==> config.mk <==
export PLATFORM = sky130hd
export DESIGN_NAME = if_stage
export DESIGN_NICKNAME = d
export VERILOG_FILES = /design/src/rtl/if_stage.sv
export SDC_FILE = /design/constraint.sdc
export NUM_CORES = 1
export LEC_CHECK = 0
export BUFFER_PORTS_ARGS = -buffer_cell sky130_fd_sc_hd__buf_2
export CAP_MARGIN = 10
export CORE_ASPECT_RATIO = 2
export CORE_MARGIN = 2
export CORE_UTILIZATION = 45
export CTS_CLUSTER_SIZE = 28
export DETAILED_ROUTE_END_ITERATION = 12
export PLACE_DENSITY_LB_ADDON = 0.3
export SYNTH_ARGS = -nofsm -noshare
export SYNTH_HDL_FRONTEND = slang
export SYNTH_SLANG_ARGS = --single-unit
==> constraint.sdc <==
create_clock -name clk -period 2.8 [get_ports clk]
set_input_delay 0.42 -clock clk [delete_from_list [all_inputs] [get_ports clk]]
set_output_delay 0.42 -clock clk [all_outputs]
set_load 0.05 [all_outputs]
==> src/rtl/if_stage.sv <==
// Instruction fetch + IF/ID register: PC drives instAddr, fetched word lands in IF/ID one edge later.
// No valid/ready: stall freezes PC and IF/ID; a redirect flushes IF/ID to a bubble and wins over stall.
module if_stage #(
    parameter logic [31:0] RESET_PC = 32'h0000_0000,
    parameter int          CNT_W    = 16
) (
    input  logic             clk,
    input  logic             rst,
    input  logic             stall,
    input  logic [1:0]       PCsrc,
    input  logic [31:0]      branchTarget,
    input  logic [31:0]      instData,
    output logic [31:0]      instAddr,
    output logic [31:0]      ifidInst,
    output logic [31:0]      ifidPC4,
    output logic             ifidValid,
    output logic [CNT_W-1:0] fetchCount,
    output logic [CNT_W-1:0] bubbleCount
);

    localparam logic [31:0]      RESET_PC_ALIGNED = {RESET_PC[31:2], 2'b00};
    localparam logic [CNT_W-1:0] CNT_MAX          = '1;
    localparam logic [CNT_W-1:0] CNT_ONE          = {{(CNT_W-1){1'b0}}, 1'b1};

    typedef enum logic [1:0] {
        MODE_RUN,
        MODE_STALL,
        MODE_BRANCH,
        MODE_JUMP
    } mode_t;

    logic [31:0] pc;
    logic [31:0] pc_plus4;
    logic [31:0] redirect_target;
    mode_t       mode;

    // Redirect outranks stall; PCsrc==3 is reserved and falls through to run/stall.
    always_comb begin
        mode = MODE_RUN;
        if (PCsrc == 2'd1) begin
            mode = MODE_BRANCH;
        end else if (PCsrc == 2'd2) begin
            mode = MODE_JUMP;
        end else if (stall) begin
            mode = MODE_STALL;
        end
    end

    assign pc_plus4 = pc + 32'd4;

    // Jump target is built from the instruction currently held in IF/ID (the one being decoded).
    always_comb begin
        redirect_target = {branchTarget[31:2], 2'b00};
        if (mode == MODE_JUMP) begin
            redirect_target = {ifidPC4[31:28], ifidInst[25:0], 2'b00};
        end
    end

    always_ff @(posedge clk) begin
        if (rst) begin
            pc          <= RESET_PC_ALIGNED;
            ifidInst    <= 32'h0;
            ifidPC4     <= 32'h0;
            ifidValid   <= 1'b0;
            fetchCount  <= '0;
            bubbleCount <= '0;
        end else begin
            unique case (mode)
                MODE_RUN: begin
                    pc        <= pc_plus4;
                    ifidInst  <= instData;
                    ifidPC4   <= pc_plus4;
                    ifidValid <= 1'b1;
                    if (fetchCount != CNT_MAX) begin
                        fetchCount <= fetchCount + CNT_ONE;
                    end
                end
                MODE_BRANCH, MODE_JUMP: begin
                    pc        <= redirect_target;
                    ifidInst  <= 32'h0;
                    ifidPC4   <= 32'h0;
                    ifidValid <= 1'b0;
                    if (bubbleCount != CNT_MAX) begin
                        bubbleCount <= bubbleCount + CNT_ONE;
                    end
                end
                MODE_STALL: begin
                    pc <= pc;
                end
            endcase
        end
    end

    assign instAddr = pc;

endmodule
* Yosys cells after proc, flatten, opt, wreduce, memory -nomap -nowiden *
Index checks and enable logic that the tools add are counted.

operators by class
  $add $sub $neg = 3
  equal/unequal tests = 7
  multiplexer cells = 8
  reductions and logical operators = 5

operator list
  kind                                                             count
  32-bit case mux with 2 select lines                              3
  16-bit by 1-bit adder with 16-bit output, second input constant  2
  32-bit by 3-bit adder with 32-bit output, second input constant  1
  32-bit 2-to-1 mux                                                1
  16-bit != test, second input constant                            2
  2-bit == test, second input constant                             3
  2-bit by 1-bit == test with 1-bit output, second input constant  2
  2-bit 2-to-1 mux                                                 2
  2-bit AND reduction                                              2
  2-bit logical NOT                                                1
  1-bit case mux with 2 select lines                               1
  2-bit nonzero test                                               1
  2-bit OR reduction                                               1
  1-bit 2-to-1 mux                                                 1

word-level totals
  bits in registers = 129
  input port bits = 69
  output and inout bits = 129
  logic and storage cells = 29

* Logic depth before layout (Yosys ltp) *
Gate-level depths: netlist of run 1.

  word-level depth = 6
  depth in mapped cells = 9
  depth with buffers taken out = 7

* Least setup slack after synthesis of run 1 *
OpenSTA, ideal clock, no wires.

  path kind = register -> register
  start = reg pc[2], in the netlist instAddr[2]
  end = reg pc[30], in the netlist instAddr[30]
  arrival time = 2.124 ns
  required time = 2.721 ns
  setup slack = 0.596 ns
  stages on the path, launching flop included = 8
  path buffers = 1
  cell sequence = dfxtp_1 -> ha_1 -> and4_1 -> buf_4 -> nand4_4 -> nor4_4 -> xnor2_1 -> a211oi_2

between the ends
  word-level cells in the longest chain between the ends = 2

RTL lines
  element                                   RTL line  RTL
  from (decl)                               32        logic [31:0] pc;
  from (signal assigned)                    70        pc <= pc_plus4;
  from (signal assigned)                    79        pc <= redirect_target;
  from (signal assigned)                    88        pc <= pc;
  32-bit by 3-bit adder with 32-bit output  49        assign pc_plus4 = pc + 32'd4;
  32-bit case mux with 2 select lines       68        unique case (mode)

Every way passes these cells.
A chain may end at the register's enable or synchronous reset.

* Worst setup path in the final report of run 1 *
Same ends and word-level chain as after synthesis.

==> results of run 1 <==
[stage by stage]
stage          total power [mW]  util (%)  hold slack, ns
2_1_floorplan              2.68         -           0.560
3_3_place_gp               2.92      54.2           0.436
3_5_place_dp               2.93      54.2           0.443
4_1_cts                    5.11      58.6           0.245
5_1_grt                    5.26      58.6           0.246
6_report                   5.06      58.6           0.252
[cell usage in the layout, fill, tap and decap left out, types with 5 or more instances in the layout]
cell type / count
buf_2: 191
dfxtp_1: 125
nand2_1: 101
a21oi_1: 75
nor2_1: 66
xnor2_1: 59
nor3_1: 30
nand3_1: 25
a211oi_1: 21
o21ai_0: 19
clkbuf_16: 17
buf_4: 16
nand4_1: 15
xor2_1: 14
a221oi_1: 13
inv_1: 9
a31oi_1: 8
and3_1: 7
and4_1: 6
nor4_1: 6
a311oi_1: 5
clkbuf_8: 5
[state kept, by name, indices dropped and copies added (netlist names)]
name         count
fetchCount      16
ifidInst        32
instAddr        30
ifidPC4         30
bubbleCount     16
ifidValid        1
[worst max-delay path, cell delays in order, from the launching register on]
cell,delay [ns]
dfxtp_1,0.42
ha_1,0.29
and4_1,0.45
nand4_4,0.30
nor4_4,0.38
xnor2_1,0.11
a211oi_2,0.21
[how the worst min path moves through the flow]
stage / start / to / slack, ns / depth (start not counted)
2_1_floorplan: instData[0] / ifidInst[0] / 0.56 / 2
3_3_place_gp: ifidInst[28] / ifidInst[28] / 0.44 / 2
3_5_place_dp: ifidInst[28] / ifidInst[28] / 0.44 / 2
4_1_cts: instData[12] / ifidInst[12] / 0.25 / 3
5_1_grt: instData[28] / ifidInst[28] / 0.25 / 3
6_report: instData[4] / ifidInst[4] / 0.25 / 3
[per-layer routing]
| metal | vias up | global-route usage, % |
|---|---|---|
| met2 | 179 | 43.2 |
| met1 | 2710 | 27.0 |
| met5 | - | 0 |
| met4 | 0 | 14.4 |
| met3 | 55 | 5.10 |
| li1 | 2873 | - |
[kinds of logic after synthesis]
| family | synth area share (%) |
|---|---|
| DFF | 41.8 |
| and+or+nand+nor | 24.2 |
| buffers and inverters | 5.21 |
| xor gates and xnor gates | 10.7 |
| other | 0.0627 |
| muxes | 0.167 |
| AOI/OAI and AO/OA | 16.8 |
| adders and majority gates | 1.05 |
[final cells by class]
type | count | share of cell area [%]
multi-input combinational | 527 | 41.9
inverter | 9 | 0.443
clock buffer | 23 | 6.54
clock inverter | 6 | 1.12
tap | 152 | 2.50
timing repair buffer | 209 | 14.6
sequential | 125 | 32.8
[report_power, final]
group	leakage, nW	internal (mW)	switching (mW)	total, mW
Sequential	1.02	1.88	0.104	1.98
Combinational	1.83	0.262	0.655	0.917
Clock	0.283	1.41	0.757	2.17
Total	3.13	3.55	1.52	5.06
==> flow_summary.json, run 1 <==
{
  "status": "finished clean",
  "leakage_nw": 3.13,
  "reg2reg_from": "instAddr[2]",
  "multi_input_area_um2": 3190,
  "highest_layer": "met4",
  "r2r_setup_slack_ns": 0.55,
  "met2_length_mm": 9.23,
  "yosysTopAreaCell": "dfxtp_1",
  "remaining_drc_errors": 0,
  "fin_nets": 963,
  "ff2ff_path_depth": 6,
  "rows": 59,
  "wl_met1_mm": 6.58,
  "io_buffers": 191,
  "register_area_um2": 2500,
  "endpoint": "instAddr[30]",
  "vias": 5817,
  "worst_pin_slew_ns": 0.778,
  "cts_resized": 0,
  "synth_flop_cell": "dfxtp_1",
  "cp.arrival_ns": 2.57,
  "crit_type": "reg2reg",
  "fin_crit_sh_pct": 80.3,
  "ys_seq_area_share_pct": 41.8,
  "max_freq_mhz": 445,
  "stdcell_area_um2": 7620,
  "drive_above_1_share_pct": 29.3,
  "wl_met3_um": 857,
  "hold_viol": 0,
  "cp-start-kind": "flip-flop",
  "routed_wirelength_mm": 17.6,
  "htreeDepth": 4,
  "clock_latency_ns": 0.41,
  "synthTopCellsByCount": "dfxtp_1, nand2_1, a21oi_1",
  "synth_edf_count": 0,
  "io-pin-count": 198,
  "nFillCells": 1263,
  "rsz0062_at_grt": "false",
  "synth_cell_types": 59,
  "die_h_um": 167,
  "grt_antenna_before_repair": 0,
  "yosys-top-cells-area": "dfxtp_1, xnor2_1, nand2_1",
  "antenna_left": 0,
  "worst_slack_ns": 0.552,
  "grt_start_max_net_pins": 53,
  "ys_warn_count": 0,
  "cts_tree": "done",
  "cts_root_buf": "clkbuf_16",
  "place_ws_ns": 0.520,
  "fin_crit_ns": 2.25,
  "syn_to_final_growth_pct": 27.4,
  "overflow": 0,
  "setup.worst_path.start": "instAddr[2]",
  "setup_viol": 0,
  "coreArea_um2": 13000,
  "async_reset_ff_share_pct": 0,
  "required_ns": 3.12,
  "syn_area_per_cell_um2": 8.38,
  "wl_per_cell_um": 16.8,
  "clockBufferDepth": 2,
  "netlist_area_um2": 5980,
  "finClkSkew_ns": 0.00706,
  "ys_ff_latch": 125,
  "slew_headroom_pct": 47.6,
  "grt_pass1_wl_mm": 27.9,
  "cts_setup_buffers": 0,
  "placed_cells": 1022,
  "grt_use_total_pct": 24.7,
  "cap_violations": 0,
  "syn_inst": 714,
  "crit_fanout": 10,
  "cellPowerDensity_nw_per_um2": 665,
  "drt_iter0_drc": 258,
  "cts_made_buffers": 17,
  "cp-end-kind": "flip-flop",
  "grt_pass1_vias": 5496,
  "chipWidth_um": 85.5,
  "drt_first_pass_iters": 5,
  "path_clk_slew_ns": 0.05,
  "start_util_pct": 46.0,
  "finalNonFillerCells": 1051,
  "placed_area_um2": 7040,
  "ir_drop_mv": 0.488,
  "hold_class": "in2reg",
  "worst_r2r_endpoint": "instAddr[30]",
  "gp_congestion": 0.884,
  "hold_buffers": 0,
  "vias_per_cell": 5.53,
  "setup_tns_ns": 0,
  "final_max_slew_viol_count": 0,
  "dieArea_um2": 14300,
  "yosysTopAreaCellShare_pct": 41.8,
  "synthMostInstantiatedCell": "dfxtp_1",
  "diodes": 0,
  "cts_sinks": 125,
  "hpwl_mm": 13.1
}
No activity file was read; power rests on OpenSTA's default activity.
==> run 2, diff against run 1 <==
Clock period 2.8 ns to 1.92 ns, I/O delays scaled along.
==> run 2 against run 1 <==
  * First-iteration DRC count up 27%
  * Setup slack got worse by 0.46 ns
  * Total power increased by 48%
  * Final cell count grew 4.3%
  * Wire length grew 4.3%
  * Clock-buffer cell count decreased by 1
  * Core utilization up 3.2 points
==> flow_summary.json, run 2 (synthesis gave the netlist of run 1 again) <==
{
  "required_ns": 2.22,
  "largest_register": "ifidInst",
  "grt_use_total_pct": 25.6,
  "nFillCells": 1203,
  "remaining_drc_errors": 0,
  "syn_to_final_growth_pct": 34.3,
  "cts_sinks": 125,
  "cp-end-kind": "flip-flop",
  "cts_tree": "done",
  "crit_fanout": 9,
  "gp_congestion": 0.894,
  "hold_class": "in2reg",
  "hpwl_mm": 13.7,
  "placed_cells": 1062,
  "fin_crit_ns": 1.83,
  "htreeDepth": 4,
  "start_util_pct": 46.0,
  "vias_per_cell": 5.47,
  "antenna_left": 0,
  "chipWidth_um": 85.5,
  "layout_common_cells": "buf_2, nand2_1, dfxtp_1",
  "final_max_slew_viol_count": 0,
  "io-pin-count": 198,
  "p_total_mw": 7.48,
  "cts_made_buffers": 17,
  "rows": 59,
  "cap_violations": 0,
  "grt_pass1_wl_mm": 28.7,
  "fin_util_pct": 61.8,
  "crit_type": "reg2reg",
  "hold_viol": 0,
  "max_freq_mhz": 546,
  "routed_wirelength_mm": 18.4,
  "cellPowerDensity_nw_per_um2": 932,
  "die_h_um": 167,
  "clock_latency_ns": 0.40,
  "io_buffers": 191,
  "grt_start_max_net_pins": 51,
  "wl_per_cell_um": 16.8,
  "slew_headroom_pct": 64.8,
  "clockBufferDepth": 2,
  "finalNonFillerCells": 1096,
  "coreArea_um2": 13000,
  "place_ws_ns": -0.0537,
  "fin_crit_sh_pct": 95.4,
  "drive_above_1_share_pct": 35.5,
  "drt_first_pass_iters": 6,
  "placed_area_um2": 7410,
  "grt_pass1_vias": 5606,
  "ir_drop_mv": 0.717,
  "drt_iter0_drc": 327,
  "vias": 5998,
  "path_clk_slew_ns": 0.06,
  "dieArea_um2": 14300,
  "grt_antenna_before_repair": 1,
  "worst_pin_slew_ns": 0.524,
  "hold_buffers": 0,
  "cts_root_buf": "clkbuf_16",
  "finClkSkew_ns": 0.00744,
  "overflow": 0,
  "status": "finished clean",
  "cp.arrival_ns": 2.13,
  "worst_slack_ns": 0.0891,
  "final_common_cell": "buf_2",
  "leakage_nw": 3.36,
  "cp-start-kind": "flip-flop",
  "rsz0062_at_grt": "true",
  "largest_reg_flops": 32,
  "stdcell_area_um2": 8030,
  "setup_viol": 0,
  "fin_nets": 1004
}
run 2: cell types whose count changed in the layout (fill, tap and decap cells not counted), moves of 2 or more:
| cell | change |
|---|---|
| buf_4 | +38 |
| dfxtp_1 | -25 |
| dfxtp_2 | +23 |
| buf_12 | +3 |
| and4_1 | -2 |
| clkbuf_8 | -2 |
| clkinvlp_4 | +2 |
| dfxtp_4 | +2 |
| nor3_1 | -2 |
| nor3_2 | +2 |
run 2: layout make-up:
type	count	area [µm²]	share of cell area (%)
Sequential cell	125	2540	31.6
Clock buffer	22	474	5.90
Inverter	9	33.8	0.421
Multi-Input combinational cell	527	3220	40.1
Antenna cell	1	2.50	0.0312
Tap cell	152	190	2.37
Timing Repair Buffer	250	1460	18.2
Clock inverter	10	114	1.42
run 2: metal layers:
metal | routed length (µm) | vias to the layer above | global-route usage, %
met5 | 0 | - | 0
met1 | 6890 | 2827 | 27.6
met3 | 858 | 34 | 5.95
li1 | - | 2956 | -
met2 | 9910 | 181 | 45.8
met4 | 711 | 0 | 12.3
run 2: worst paths after layout:
path / slack, ns / start / cells past startpoint / to
setup / recovery: 0.09 / instAddr[14] / 6 / instAddr[18]
hold reg to reg: 0.45 / ifidPC4[3] / 2 / ifidPC4[3]
setup reg to reg: 0.09 / instAddr[14] / 6 / instAddr[18]
hold / removal: 0.12 / instData[7] / 3 / ifidInst[7]
run 2: metrics by stage:
stage	hold slack, ns	TNS (ns)
2_1_floorplan	0.428	0
3_3_place_gp	0.437	-0.0677
3_5_place_dp	0.443	-0.164
4_1_cts	0.109	0
5_1_grt	0.107	-0.00321
6_report	0.123	0
run 2: critical path, cell delays in order (launching register included):
cell and delay [ns]:
dfxtp_2 0.37, and4_2 0.33, buf_4 0.17, nand4_4 0.21, nor3_1 0.31, xnor2_1 0.12, a221oi_1 0.23
run 2: where the power goes:
group | leakage (nW) | internal [mW] | switching (mW) | total (mW)
sequential | 1.03 | 2.75 | 0.121 | 2.87
combinational | 2.05 | 0.445 | 1.01 | 1.46
clock | 0.278 | 2.01 | 1.15 | 3.16
total | 3.36 | 5.20 | 2.28 | 7.48
run 2: repair_timing:
item                       4_1_cts  5_1_grt
setup buffers                    0        1
setup endpoints to repair        0       11
resized for setup                0        6
==> run 3, diff against run 2 <==
Settings changed: CTS_CLUSTER_DIAMETER set to 50, MAX_ROUTING_LAYER set to met4, REMOVE_ABC_BUFFERS set to 1.
==> run 3 against run 2 <==
  * Non-clock buffer count grew 18
  * Via count grew 1.3%
  * Critical path depth grew 1
  * Critical path type unchanged
  * Clock skew is essentially flat
  * Maximum frequency shrank 3.6%
  * Final cell count grew 1.6%
==> flow_summary.json, run 3 (synthesis gave the netlist of run 1 again) <==
{
  "rows": 59,
  "start_util_pct": 46.0,
  "crit_fanout": 6,
  "clock_latency_ns": 0.41,
  "hold_class": "in2reg",
  "cellPowerDensity_nw_per_um2": 927,
  "overflow": 0,
  "final_max_slew_viol_count": 0,
  "fin_crit_ns": 1.90,
  "largest_reg_flops": 32,
  "gp_congestion": 0.904,
  "cp-start-kind": "flip-flop",
  "grt_use_total_pct": 26.3,
  "hold_start": "instData[28]",
  "fin_nets": 1022,
  "ir_drop_mv": 0.792,
  "reg2reg_from": "instAddr[3]",
  "status": "finished clean",
  "cts_sinks": 125,
  "max_freq_mhz": 527,
  "cpMaxStageDelayCell": "dfxtp_2",
  "routed_wirelength_mm": 18.5,
  "clockBufferDepth": 2,
  "drt_iter0_drc": 261,
  "io_buffers": 191,
  "path_clk_slew_ns": 0.06,
  "worst_pin_slew_ns": 0.569,
  "required_ns": 2.24,
  "cp_slowest_stage_delay_ns": 0.36,
  "remaining_drc_errors": 0,
  "cts_root_buf": "clkbuf_16",
  "hold_buffers": 0,
  "critical-path-top-delay-family": "simple AND/OR/NAND/NOR gates",
  "finClkSkew_ns": 0.00732,
  "hold_end": "ifidInst[28]",
  "htreeDepth": 4,
  "grt_pass1_vias": 6052,
  "grt_start_max_net_pins": 33,
  "vias": 6077,
  "drt_first_pass_iters": 4,
  "worst_r2r_endpoint": "instAddr[28]",
  "cts_tree": "done",
  "grt_pass1_wl_mm": 29.1,
  "syn_to_final_growth_pct": 36.5,
  "grt_antenna_before_repair": 0,
  "crit_type": "reg2reg",
  "stdcell_area_um2": 8170,
  "nFillCells": 1211,
  "placed_area_um2": 7500,
  "r2r_setup_slack_ns": 0.02,
  "leakage_nw": 3.47,
  "die_h_um": 167,
  "place_ws_ns": -0.132,
  "hold_path_depth": 3,
  "layout_common_cells": "buf_2, dfxtp_1, nand2_1",
  "ff2ff_path_depth": 7,
  "cts_made_buffers": 17,
  "crit_buf_inv": 1,
  "multi_input_area_um2": 3270,
  "dieArea_um2": 14300,
  "hold_viol": 0,
  "fin_crit_sh_pct": 98.9,
  "register_area_um2": 2500,
  "wl_per_cell_um": 16.6,
  "coreArea_um2": 13000,
  "cp_cell_sequence": "ha_4 > and4_4 > buf_4 > nand3_2 > nor4_4 > xnor2_2 > a211oi_2",
  "vias_per_cell": 5.46,
  "cap_violations": 0,
  "chipWidth_um": 85.5,
  "setup_viol": 0,
  "worst_slack_ns": 0.0210,
  "slew_headroom_pct": 61.8,
  "final_common_cell": "buf_2",
  "antenna_left": 0,
  "drive_above_1_share_pct": 34.9,
  "io-pin-count": 198,
  "cp-end-kind": "flip-flop",
  "largest_register": "ifidInst",
  "cts_setup_buffers": 0,
  "diodes": 0,
  "cp.arrival_ns": 2.22,
  "hpwl_mm": 13.7
}
==> run 3: report_power, final <==
part | internal [mW] | total, mW | leakage, nW | switching (mW)
logic | 0.486 | 1.53 | 2.17 | 1.05
clock network | 1.95 | 3.19 | 0.275 | 1.24
registers | 2.74 | 2.85 | 1.02 | 0.115
total | 5.17 | 7.57 | 3.47 | 2.40
==> run 3: cell type report <==
cell class / count / area share, %
clock buffers: 19 / 5.42
clock inverters: 13 / 1.76
repair buffers: 268 / 19.4
multi-input cells: 527 / 40.0
well taps: 152 / 2.33
flip-flops and latches: 125 / 30.7
inverters: 9 / 0.414
==> run 3: worst max-delay path by stage <==
| stage | startpoint | end | cells past startpoint | slack (ns) |
|---|---|---|---|---|
| 6_report | instAddr[3] | instAddr[28] | 7 | 0.02 |
| 5_1_grt | instAddr[3] | instAddr[28] | 7 | -0.04 |
| 4_1_cts | instAddr[3] | ifidPC4[27] | 6 | -0.006 |
| 3_5_place_dp | PCsrc[0] | fetchCount[10] | 8 | -0.13 |
| 3_3_place_gp | PCsrc[0] | fetchCount[10] | 8 | -0.10 |
| 2_1_floorplan | PCsrc[0] | instAddr[29] | 7 | -4.34 |
==> run 3: routing by layer <==
layer  GRT usage, %  share of wire (%)  vias to the layer above
met1           27.8                 38                     2894
met2           47.7                 56                      162
li1               -                  -                     2986
met5              -                  0                        -
met4           10.4                2.7                        0
met3           4.36                3.9                       35
==> run 3: timing repair <==
action / in CTS / in global routing
pin swaps: 1 / 0
endpoints found under the setup margin: 1 / 16
gates resized for setup: 7 / 8
==> run 3: worst register-to-register path: stages, from the launching register on <==
cell and delay (ns):
dfxtp_2 0.36, ha_4 0.16, and4_4 0.26, buf_4 0.16
nand3_2 0.14, nor4_4 0.37, xnor2_2 0.12, a211oi_2 0.26
==> run 3: stage by stage <==
step	setup TNS, ns	utilization (%)	instances	hold WS [ns]	total power [mW]
6_report	0	62.8	1113	0.118	7.57
5_1_grt	-0.0407	62.8	1113	0.109	7.83
4_1_cts	-0.00628	62.6	1113	0.103	7.61
3_5_place_dp	-0.770	57.8	1081	0.451	4.42
3_3_place_gp	-0.420	57.8	1081	0.436	4.40
2_1_floorplan	-384.68	-	661	0.353	3.86
